[config.mk]
export PLATFORM = sky130hd
export DESIGN_NAME = mem_port_arbiter
export DESIGN_NICKNAME = d
export VERILOG_FILES = /design/src/rtl/mem_port_arbiter.sv
export SDC_FILE = /design/constraint.sdc
export NUM_CORES = 1
export LEC_CHECK = 0
export CAP_MARGIN = 10
export CORE_MARGIN = 5
export CORE_UTILIZATION = 38
export DETAILED_ROUTE_END_ITERATION = 7
export GPL_TIMING_DRIVEN = 0
export PLACE_DENSITY = 0.92
export RECOVER_POWER = 50
export SYNTH_ARGS = -nofsm -noshare
export SYNTH_HDL_FRONTEND = slang
export SYNTH_SLANG_ARGS = --single-unit
[constraint.sdc]
create_clock -name clk_i -period 2.95 [get_ports clk_i]
set_input_delay 0.7375 -clock clk_i [delete_from_list [all_inputs] [get_ports clk_i]]
set_output_delay 0.7375 -clock clk_i [all_outputs]
set_load 0.005 [all_outputs]
[src/rtl/mem_port_arbiter.sv]
// ---------------------------------------------------------------------------
// mem_port_arbiter
//
// Shares a single memory request/response port between an instruction-fetch
// requester (read only) and a load/store requester. Exactly one transaction is
// in flight at a time. The FSM walks IDLE -> REQ -> RSP -> IDLE:
//   IDLE : arbitrate, pulse the winner's grant, latch its request fields
//   REQ  : present the latched request to memory until mem_gnt_i
//   RSP  : wait for mem_rvalid_i and route the response to the owner
// The data side has priority. When the macro MEM_ARB_STARVE_GUARD_EN is
// defined, a 2-bit counter lets fetch win one contested arbitration after
// three consecutive contested data wins.
//
// Parameters
//   ADDR_W        address width
//   DATA_W        data width (byte enables are DATA_W/8 wide)
//
// Ports
//   clk_i, rst_ni                 clock, asynchronous active-low reset
//   if_req_i, if_addr_i           fetch request (held until if_gnt_o)
//   if_gnt_o                      fetch accepted (one-cycle pulse)
//   if_rvalid_o, if_rdata_o       fetch response
//   d_req_i, d_we_i, d_addr_i,
//   d_wdata_i, d_be_i             load/store request (held until d_gnt_o)
//   d_gnt_o                       load/store accepted (one-cycle pulse)
//   d_rvalid_o, d_rdata_o         load/store response
//   mem_req_o, mem_we_o,
//   mem_addr_o, mem_wdata_o,
//   mem_be_o                      shared memory request (zero when idle)
//   mem_gnt_i                     memory accepted the request
//   mem_rvalid_i, mem_rdata_i     memory response (reads and writes)
//   busy_o                        high whenever the FSM is not IDLE
// ---------------------------------------------------------------------------
module mem_port_arbiter #(
  parameter int ADDR_W = 32,
  parameter int DATA_W = 32
) (
  input  logic                  clk_i,
  input  logic                  rst_ni,
  // instruction fetch side
  input  logic                  if_req_i,
  input  logic [ADDR_W-1:0]     if_addr_i,
  output logic                  if_gnt_o,
  output logic                  if_rvalid_o,
  output logic [DATA_W-1:0]     if_rdata_o,
  // load/store side
  input  logic                  d_req_i,
  input  logic                  d_we_i,
  input  logic [ADDR_W-1:0]     d_addr_i,
  input  logic [DATA_W-1:0]     d_wdata_i,
  input  logic [DATA_W/8-1:0]   d_be_i,
  output logic                  d_gnt_o,
  output logic                  d_rvalid_o,
  output logic [DATA_W-1:0]     d_rdata_o,
  // shared memory port
  output logic                  mem_req_o,
  output logic                  mem_we_o,
  output logic [ADDR_W-1:0]     mem_addr_o,
  output logic [DATA_W-1:0]     mem_wdata_o,
  output logic [DATA_W/8-1:0]   mem_be_o,
  input  logic                  mem_gnt_i,
  input  logic                  mem_rvalid_i,
  input  logic [DATA_W-1:0]     mem_rdata_i,
  // status
  output logic                  busy_o
);

  localparam int BE_W = DATA_W / 8;

  typedef enum logic [1:0] {
    ST_IDLE = 2'd0,
    ST_REQ  = 2'd1,
    ST_RSP  = 2'd2
  } state_t;

  typedef enum logic [1:0] {
    OWN_NONE = 2'd0,
    OWN_I    = 2'd1,
    OWN_D    = 2'd2
  } owner_t;

  state_t              state_q, state_d;
  owner_t              owner_q, owner_d;
  logic [ADDR_W-1:0]   addr_q,  addr_d;
  logic [DATA_W-1:0]   wdata_q, wdata_d;
  logic [BE_W-1:0]     be_q,    be_d;
  logic                we_q,    we_d;

  logic                win_d;      // data side wins this cycle
  logic                win_i;      // fetch side wins this cycle
  logic                contested;  // both sides requesting in IDLE
  logic                rsp_take;   // response accepted this cycle

  assign contested = d_req_i && if_req_i;

`ifdef MEM_ARB_STARVE_GUARD_EN
  logic [1:0]          starve_q, starve_d;
`endif

  // -------------------------------------------------------------------------
  // Arbitration. Grants are only issued from IDLE and are gated with rst_ni
  // so that nothing is granted while reset is asserted.
  // -------------------------------------------------------------------------
  always_comb begin
    win_d = 1'b0;
    win_i = 1'b0;
    if (rst_ni && (state_q == ST_IDLE)) begin
`ifdef MEM_ARB_STARVE_GUARD_EN
      // After three consecutive contested data wins the fetch side gets
      // one turn so it cannot be starved by a stream of loads/stores.
      if (contested && (starve_q == 2'd3)) begin
        win_i = 1'b1;
      end else if (d_req_i) begin
        win_d = 1'b1;
      end else if (if_req_i) begin
        win_i = 1'b1;
      end
`else
      if (d_req_i) begin
        win_d = 1'b1;
      end else if (if_req_i) begin
        win_i = 1'b1;
      end
`endif
    end
  end

`ifdef MEM_ARB_STARVE_GUARD_EN
  // Counts consecutive contested arbitrations won by the data side; any
  // uncontested arbitration, or a contested one won by fetch, clears it.
  always_comb begin
    starve_d = starve_q;
    if (win_d || win_i) begin
      if (contested && win_d) begin
        starve_d = starve_q + 2'd1;
      end else begin
        starve_d = 2'd0;
      end
    end
  end

  always_ff @(posedge clk_i or negedge rst_ni) begin
    if (!rst_ni) begin
      starve_q <= 2'd0;
    end else begin
      starve_q <= starve_d;
    end
  end
`endif

  // -------------------------------------------------------------------------
  // FSM next state and request latching
  // -------------------------------------------------------------------------
  assign rsp_take = (state_q == ST_RSP) && mem_rvalid_i;

  always_comb begin
    state_d = state_q;
    owner_d = owner_q;
    addr_d  = addr_q;
    wdata_d = wdata_q;
    be_d    = be_q;
    we_d    = we_q;
    unique case (state_q)
      ST_IDLE: begin
        if (win_d) begin
          owner_d = OWN_D;
          addr_d  = d_addr_i;
          wdata_d = d_wdata_i;
          be_d    = d_be_i;
          we_d    = d_we_i;
          state_d = ST_REQ;
        end else if (win_i) begin
          owner_d = OWN_I;
          addr_d  = if_addr_i;
          wdata_d = '0;
          be_d    = '1;
          we_d    = 1'b0;
          state_d = ST_REQ;
        end
      end
      ST_REQ: begin
        // A response arriving together with the grant is not taken here;
        // it can only be accepted from the RSP state onwards.
        if (mem_gnt_i) begin
          state_d = ST_RSP;
        end
      end
      ST_RSP: begin
        if (mem_rvalid_i) begin
          owner_d = OWN_NONE;
          addr_d  = '0;
          wdata_d = '0;
          be_d    = '0;
          we_d    = 1'b0;
          state_d = ST_IDLE;
        end
      end
      default: begin
        owner_d = OWN_NONE;
        addr_d  = '0;
        wdata_d = '0;
        be_d    = '0;
        we_d    = 1'b0;
        state_d = ST_IDLE;
      end
    endcase
  end

  always_ff @(posedge clk_i or negedge rst_ni) begin
    if (!rst_ni) begin
      state_q <= ST_IDLE;
      owner_q <= OWN_NONE;
      addr_q  <= '0;
      wdata_q <= '0;
      be_q    <= '0;
      we_q    <= 1'b0;
    end else begin
      state_q <= state_d;
      owner_q <= owner_d;
      addr_q  <= addr_d;
      wdata_q <= wdata_d;
      be_q    <= be_d;
      we_q    <= we_d;
    end
  end

  // -------------------------------------------------------------------------
  // Outputs. The memory request fields are forced to zero outside REQ so the
  // bus never shows stale values while no request is presented.
  // -------------------------------------------------------------------------
  always_comb begin
    if_gnt_o    = win_i;
    d_gnt_o     = win_d;

    mem_req_o   = 1'b0;
    mem_we_o    = 1'b0;
    mem_addr_o  = '0;
    mem_wdata_o = '0;
    mem_be_o    = '0;
    if (state_q == ST_REQ) begin
      mem_req_o   = 1'b1;
      mem_we_o    = we_q;
      mem_addr_o  = addr_q;
      mem_wdata_o = wdata_q;
      mem_be_o    = be_q;
    end

    if_rvalid_o = 1'b0;
    if_rdata_o  = '0;
    d_rvalid_o  = 1'b0;
    d_rdata_o   = '0;
    if (rsp_take && (owner_q == OWN_I)) begin
      if_rvalid_o = 1'b1;
      if_rdata_o  = mem_rdata_i;
    end
    if (rsp_take && (owner_q == OWN_D)) begin
      d_rvalid_o  = 1'b1;
      d_rdata_o   = mem_rdata_i;
    end

    busy_o      = (state_q != ST_IDLE);
  end

endmodule

==> results of run 1 <==
synthesized netlist by cell type (2+ instances only):
cell	count	share of area [%]
sky130_fd_sc_hd__nor2_1	2	0.19
sky130_fd_sc_hd__o211ai_1	2	0.38
sky130_fd_sc_hd__o221a_1	2	0.57
sky130_fd_sc_hd__o21ai_0	3	0.38
sky130_fd_sc_hd__buf_4	3	0.57
sky130_fd_sc_hd__a21o_1	2	0.38
sky130_fd_sc_hd__a22o_1	65	14
sky130_fd_sc_hd__clkbuf_1	17	1.6
sky130_fd_sc_hd__and2_1	133	21
sky130_fd_sc_hd__nor3b_2	2	0.63
sky130_fd_sc_hd__dfrtp_1	73	46
sky130_fd_sc_hd__inv_2	2	0.19
sky130_fd_sc_hd__o21ai_1	3	0.38
sky130_fd_sc_hd__buf_2	11	1.4
sky130_fd_sc_hd__mux2_2	33	9.4
through the flow:
stage / setup TNS (ns) / cell area [µm²] / utilization (%) / instances / worst slack (ns)
floorplan: 0 / 3950 / - / 363 / 0.669
global placement: -327.89 / 6900 / 67.4 / 776 / -3.54
detailed placement: -37.89 / 6920 / 67.7 / 777 / -0.746
CTS: 0 / 7310 / 71.4 / 806 / 0.00703
global route: 0 / 7260 / 70.9 / 807 / 0.000571
finish: 0 / 7260 / 70.9 / 807 / 0.0570
logic make-up after synthesis:
kind of cell,share of synthesized area (%)
muxes,9.40
DFF,46.2
AOI/OAI and AO/OA,17.6
and+or+nand+nor,23.0
buffers and inverters,3.77
routing by layer:
layer / up-vias / part of all wire (%) / wire length [µm]
met5: - / 0 / 0
met4: 0 / 2.2 / 331
met3: 29 / 7.2 / 1080
met2: 189 / 51 / 7560
met1: 1965 / 40 / 5950
li1: 1880 / - / -
critical path: cells and delay by family:
kind	cells	cell delay, ns
and+or+nand+nor	3	0.57
buffers and inverters	5	0.86
what timing repair did:
action                     in CTS  in global routing
pin swaps                       2                  1
gates resized for setup       103                 28
setup endpoints to repair     136                 84
setup buffers                  11                  0
cloned                          3                  1
report_power, final:
group | total, mW | switching (mW) | internal [mW] | leakage, nW
sequential | 1.59 | 0.202 | 1.39 | 0.942
clock | 0.818 | 0.413 | 0.405 | 0.0988
combinational | 1.67 | 0.645 | 1.02 | 2.42
total | 4.08 | 1.26 | 2.82 | 3.46
sequential cells by signal (all words and copies together) (netlist names):
register and flops:
addr_q 32, be_q 4, we_q 1, wdata_q 32
owner_q 2, state_q 2
cell usage in the layout (no fill, tap or decap), types with 2 or more instances in the layout:
master | Yosys | routed
sky130_fd_sc_hd__clkdlybuf4s50_1 | 0 | 209
sky130_fd_sc_hd__clkbuf_2 | 0 | 16
sky130_fd_sc_hd__a22o_1 | 65 | 65
sky130_fd_sc_hd__dlymetal6s2s_1 | 0 | 2
sky130_fd_sc_hd__buf_4 | 3 | 9
sky130_fd_sc_hd__clkinvlp_4 | 0 | 2
sky130_fd_sc_hd__inv_6 | 0 | 3
sky130_fd_sc_hd__nor3b_4 | 0 | 2
sky130_fd_sc_hd__o21ai_0 | 3 | 5
sky130_fd_sc_hd__dlygate4sd2_1 | 0 | 50
sky130_fd_sc_hd__a21o_1 | 2 | 2
sky130_fd_sc_hd__dfrtp_1 | 73 | 71
sky130_fd_sc_hd__clkdlybuf4s15_1 | 0 | 5
sky130_fd_sc_hd__mux2_2 | 33 | 33
sky130_fd_sc_hd__dfrtp_2 | 0 | 2
sky130_fd_sc_hd__o221a_1 | 2 | 2
sky130_fd_sc_hd__clkbuf_1 | 17 | 9
sky130_fd_sc_hd__clkbuf_4 | 0 | 5
sky130_fd_sc_hd__clkbuf_8 | 0 | 15
sky130_fd_sc_hd__nor2_1 | 2 | 2
sky130_fd_sc_hd__buf_2 | 11 | 5
sky130_fd_sc_hd__o211ai_1 | 2 | 2
sky130_fd_sc_hd__and2_1 | 133 | 133
sky130_fd_sc_hd__buf_6 | 0 | 3
final cells by class:
class,count,share of cell area (%)
tap,136,2.34
timing repair buffer,293,39.0
clock inverter,7,1.14
buffer,30,2.81
clock buffer,9,1.71
inverter,2,0.138
multi-input combinational,257,27.7
sequential,73,25.2
worst paths after layout:
check | startpoint | end | cells after the start
hold reg to reg | wdata_q[15]$_DFFE_PN0P_ | wdata_q[15]$_DFFE_PN0P_ | 1
setup / recovery | mem_rvalid_i | if_rdata_o[5] | 8
max in group asynchronous | rst_ni | wdata_q[18]$_DFFE_PN0P_ | 2
min in group clk_i | wdata_q[15]$_DFFE_PN0P_ | wdata_q[15]$_DFFE_PN0P_ | 1
hold / removal | rst_ni | wdata_q[10]$_DFFE_PN0P_ | 1
setup reg to reg | state_q[0]$_DFFE_PN0P_ | addr_q[6]$_DFFE_PN0P_ | 5
==> results.md, run 1 <==
* Clock latency on the worst-skew pair at 0.35 ns
* Starting utilization of the core area at 38.6%
* Hold WC Path Type: in -> async
* Antenna violation net count after detailed routing at 0
* Routed via count divided by cell count at 5.03
* # rows at 37
* Total iterations of the first detailed-routing run at 4
* Number of DRC markers after the initial detailed-route iteration at 163
* Worst stage delay on the critical path at 0.25 ns
* Synth async-reset ratio at 100%
* Critical path class: in -> out
* Leakage power figure at 3.46 nW
* Clock transition at the register clock pins on the worst setup and hold paths after CTS at 0.09 ns
* Number of warnings printed during yosys synthesis at 0
* Period Utilization, post-route at 98.1%
* Arrival time at the worst endpoint at 2.16 ns
* Number of max-cap violations at 1
* Mapped Cells at 363
* Global router's overall resource usage at 22.9%
* Multi-input gate area at 2010 µm²
* Endpoint kind of the worst setup timing path: primary output
* Vertical extent of the die at 112 µm
* Clock root buffer: sky130_fd_sc_hd__clkbuf_8
* Fmax at 346 MHz
* Area taken by flip-flops and latches at 1830 µm²
* Violations in the final reports: capacitance limit, slew limit
* VDD IR max at 0.000345 V
* Mapped Avg Cell Area at 10.9 µm²
* Power per unit of standard cell area at 562 nW/µm²
* Remaining max-slew budget at the tightest pin at -29.5%
* Syn nets at 502
* Yosys reg bits at 73
* Sort of element at the start of the critical path: primary input
* Count of flip-flops with a built-in enable after synthesis at 0
* Number of buffers on the longest clock path at 2
* Clock Skew at 0.0118 ns
* Top FF cell, synth: sky130_fd_sc_hd__dfrtp_1
* Register-to-register path setup slack at 0.79 ns
* Final worst hold slack at 0.190 ns
* Overflow left after global routing at 0
* Highest-delay cell along the critical path: sky130_fd_sc_hd__nor3b_4
* Area growth from synthesis to final layout at 83.5%
* Cell breakdown of the critical path: clkdlybuf4s15_2 -> nand3b_1 -> nor3b_4 -> buf_6 -> buf_4 -> clkbuf_8 -> and2_1 -> dlygate4sd2_1
* CP max FO at 10
* Status: finished, violations left
* # nets final at 805
* Core Box Area at 10,200 µm²
* Number of port buffers at 277
* Dpl hpwl at 11,500 µm
* Via count of the first global-routing pass at 4,282
* Count of unique library cells instantiated by Yosys at 25
* Number of remaining DRC errors at 0
* Largest net degree at the start of global routing at 35
* RSZ-0062 raised after global routing: false
* Met2 layer usage reported by global route at 40.8%
* WP data required at 2.21 ns
* Sequential share of the synthesized area at 46.2%
* CTS Buf Count at 9
* Fill cell instance count of the final layout at 806
* Number of hold violations in the final report at 0
* Final Setup Violations at 0
* Antenna diode count at 0
* Routed vias at 4,063
* Most Crowded Layer GR: met2
* Number of hold buffers added after cts at 0
* Count of H-tree levels built during CTS at 3
* Wire length of the first global-routing pass at 22,900 µm
* Detailed-route wire length per cell at 18.5 µm
* Wire length after detailed routing at 14,900 µm
* Antenna violations before repair at 0
* Cell area after synthesis at 3950 µm²
* CTS tree: done
* Final Total Pwr at 4.08 mW
* Final min period at 2.89 ns
* Fraction of layout cells with a size suffix above 1 at 15.8%
* Placer Congestion at 0.841
* Routing usage on met1 at 27.3%
* Actual slew at the worst max-slew pin at 1.94 ns
* Met3 GRT Util at 6.25%
* I/O pin count at 278
* Clock tree sinks at 73
* Die X at 112 µm
* Die area at 12,500 µm²
* Max-slew violation total from the final report at 35
No activity file was read; power rests on OpenSTA's default activity.
==> inputs of run 2 (changes only) <==
--- a/config.mk
+++ b/config.mk
@@ -5,12 +5,11 @@
 export SDC_FILE = /design/constraint.sdc
 export NUM_CORES = 1
 export LEC_CHECK = 0
-export CAP_MARGIN = 10
 export CORE_MARGIN = 5
-export CORE_UTILIZATION = 38
+export CORE_UTILIZATION = 36
 export DETAILED_ROUTE_END_ITERATION = 7
 export GPL_TIMING_DRIVEN = 0
-export PLACE_DENSITY = 0.92
+export PLACE_DENSITY = 0.89
 export RECOVER_POWER = 50
 export SYNTH_ARGS = -nofsm -noshare
 export SYNTH_HDL_FRONTEND = slang
==> constraint.sdc (replaced) <==
create_clock -name clk_i -period 2.8 [get_ports clk_i]
set_input_delay 0.7 -clock clk_i [delete_from_list [all_inputs] [get_ports clk_i]]
set_output_delay 0.7 -clock clk_i [all_outputs]
set_load 0.005 [all_outputs]
==> run 2 against run 1 <==
The run still ends with capacitance limit, slew limit left. Flip-flop and latch count unchanged. Global-route usage down 1.4 points. Sequential power up 5%. Utilization down 4.2 points. First-iteration DRC count down 25%. Via count down 2.5%. Wire length down 0.77%. Total power up 6.5%. Combinational power up 7%. Clock skew up 0.0014 ns. Critical path depth unchanged. Non-clock buffer count down 2. Largest cell class unchanged. Largest power group unchanged. Highest routed layer unchanged.
==> results.md, run 2 (synthesis gave the netlist of run 1 again) <==
* Number of remaining DRC errors at 0
* Final Setup Violations at 0
* CTS Buf Count at 9
* Fill cell instance count of the final layout at 848
* Number of hold violations in the final report at 0
* Worst stage delay on the critical path at 0.42 ns
* Number of port buffers at 277
* Detailed-route wire length per cell at 18.3 µm
* Antenna diode count at 0
* Fmax at 365 MHz
* Global router's overall resource usage at 21.5%
* Core Box Area at 10,800 µm²
* Wire length after detailed routing at 14,800 µm
* Clock transition at the register clock pins on the worst setup and hold paths after CTS at 0.09 ns
* CP max FO at 5
* VDD IR max at 0.000348 V
* Routed via count divided by cell count at 4.90
* Antenna violation net count after detailed routing at 0
* # rows at 38
* Final min period at 2.74 ns
* Starting utilization of the core area at 36.6%
* R2R depth at 5
* Endpoint kind of the worst setup timing path: primary output
* Status: finished, violations left
* Area growth from synthesis to final layout at 82.2%
* Number of max-cap violations at 1
* Total iterations of the first detailed-routing run at 4
* Antenna violations before repair at 0
* Final Core Density at 66.8%
* Cell breakdown of the critical path: nand3b_1 -> buf_4 -> nor3b_4 -> buf_6 -> buf_6 -> clkbuf_8 -> and2_1 -> clkdlybuf4s15_2
* Most used cells in the layout excluding fill and tap cells: sky130_fd_sc_hd__clkdlybuf4s50_1 (209), sky130_fd_sc_hd__and2_1 (131), sky130_fd_sc_hd__dfrtp_1 (71)
* Clock latency on the worst-skew pair at 0.35 ns
* Die area at 13,200 µm²
* Sort of element at the start of the critical path: flop
* Count of H-tree levels built during CTS at 3
* Fin Setup TNS at 0 ns
* Critical path class: reg -> out
* Leading registers by flop count: addr_q x32, wdata_q x32, be_q x4
* Wire length of the first global-routing pass at 22,600 µm
* Largest net degree at the start of global routing at 36
* Remaining max-slew budget at the tightest pin at -21.7%
* Overflow left after global routing at 0
* Fraction of layout cells with a size suffix above 1 at 18.8%
* Highest-delay cell along the critical path: sky130_fd_sc_hd__dfrtp_2
* Final worst hold slack at 0.134 ns
* Number of buffers on the longest clock path at 2
* # nets final at 803
* Routed vias at 3,961
* Arrival time at the worst endpoint at 2.04 ns
* Library cell appearing most often on the critical path: sky130_fd_sc_hd__buf_6
* Actual slew at the worst max-slew pin at 1.83 ns
* Placer Congestion at 0.892
* Via count of the first global-routing pass at 4,297
* Total non-filler cell area in the finished layout at 7200 µm²
* Clock Skew at 0.0133 ns
* Max-slew violation total from the final report at 35
* Power per unit of standard cell area at 602 nW/µm²
* Hold WC Path Type: in -> async
* WP data required at 2.10 ns
* Die X at 115 µm
* Leakage power figure at 3.39 nW
* I/O pin count at 278
* Clock root buffer: sky130_fd_sc_hd__clkbuf_8
* Violations in the final reports: capacitance limit, slew limit
* Number of DRC markers after the initial detailed-route iteration at 123
* Clock tree sinks at 73
* Area after detailed placement at 6930 µm²
* Dpl hpwl at 11,400 µm
* Leading cell type in the layout, fill and taps excluded: sky130_fd_sc_hd__clkdlybuf4s50_1
* CTS tree: done
* Vertical extent of the die at 115 µm
* Period Utilization, post-route at 97.8%
-- run 2: worst paths after layout --
| kind | slack, ns | endpoint | start |
|---|---|---|---|
| setup / recovery | 0.06 | if_rdata_o[18] | state_q[0]$_DFFE_PN0P_ |
| hold / removal | 0.13 | wdata_q[9]$_DFFE_PN0P_ | rst_ni |
| setup reg to reg | 0.54 | addr_q[22]$_DFFE_PN0P_ | state_q[0]$_DFFE_PN0P_ |
| hold reg to reg | 0.50 | we_q$_DFFE_PN0P_ | we_q$_DFFE_PN0P_ |
| max in group asynchronous | 0.74 | wdata_q[19]$_DFFE_PN0P_ | rst_ni |
| min in group clk_i | 0.50 | we_q$_DFFE_PN0P_ | we_q$_DFFE_PN0P_ |
-- run 2: critical path, delay by kind of cell, from the launching register on --
family	cells	cell delay (ns)
buffers and inverters	5	0.73
and+or+nand+nor	3	0.55
DFF	1	0.42
-- run 2: metrics by stage --
step | setup slack (ns) | power (mW) | cells
2_1_floorplan | 0.594 | 2.51 | 363
3_3_place_gp | -3.56 | 3.34 | 780
3_5_place_dp | -0.743 | 3.42 | 781
4_1_cts | -0.0100 | 4.38 | 808
5_1_grt | -0.00211 | 4.61 | 809
6_report | 0.0602 | 4.34 | 809
-- run 2: cell type report --
type	instances	area (µm²)	area share, %
Clock inverter	7	85.1	1.18
Tap cell	140	175	2.43
Clock buffer	9	124	1.72
Timing Repair Buffer	291	2740	38.1
Inverter	2	15.0	0.208
Sequential cell	73	1830	25.4
Multi-Input combinational cell	257	2010	27.9
Buffer	30	225	3.13
-- run 2: per-layer routing --
metal	vias to the layer above	track usage [%]	routed length, µm
met2	176	38.1	7430
met5	-	0	0
li1	1870	-	-
met3	23	6.00	1250
met1	1892	25.8	5800
met4	0	5.95	320
-- run 2: timing repair --
action | in CTS | in global routing
pin swaps | 2 | 0
endpoints found under the setup margin | 137 | 79
gates resized for setup | 121 | 60
hold buffers | 0 | 0
setup buffers | 10 | 0
cloned | 2 | 1
-- run 2: power breakdown --
part	internal [mW]	total, mW	switching [mW]	leakage (nW)
Combinational	1.10	1.78	0.687	2.35
Clock	0.431	0.892	0.461	0.100
Sequential	1.46	1.67	0.205	0.942
Total	2.99	4.34	1.35	3.39
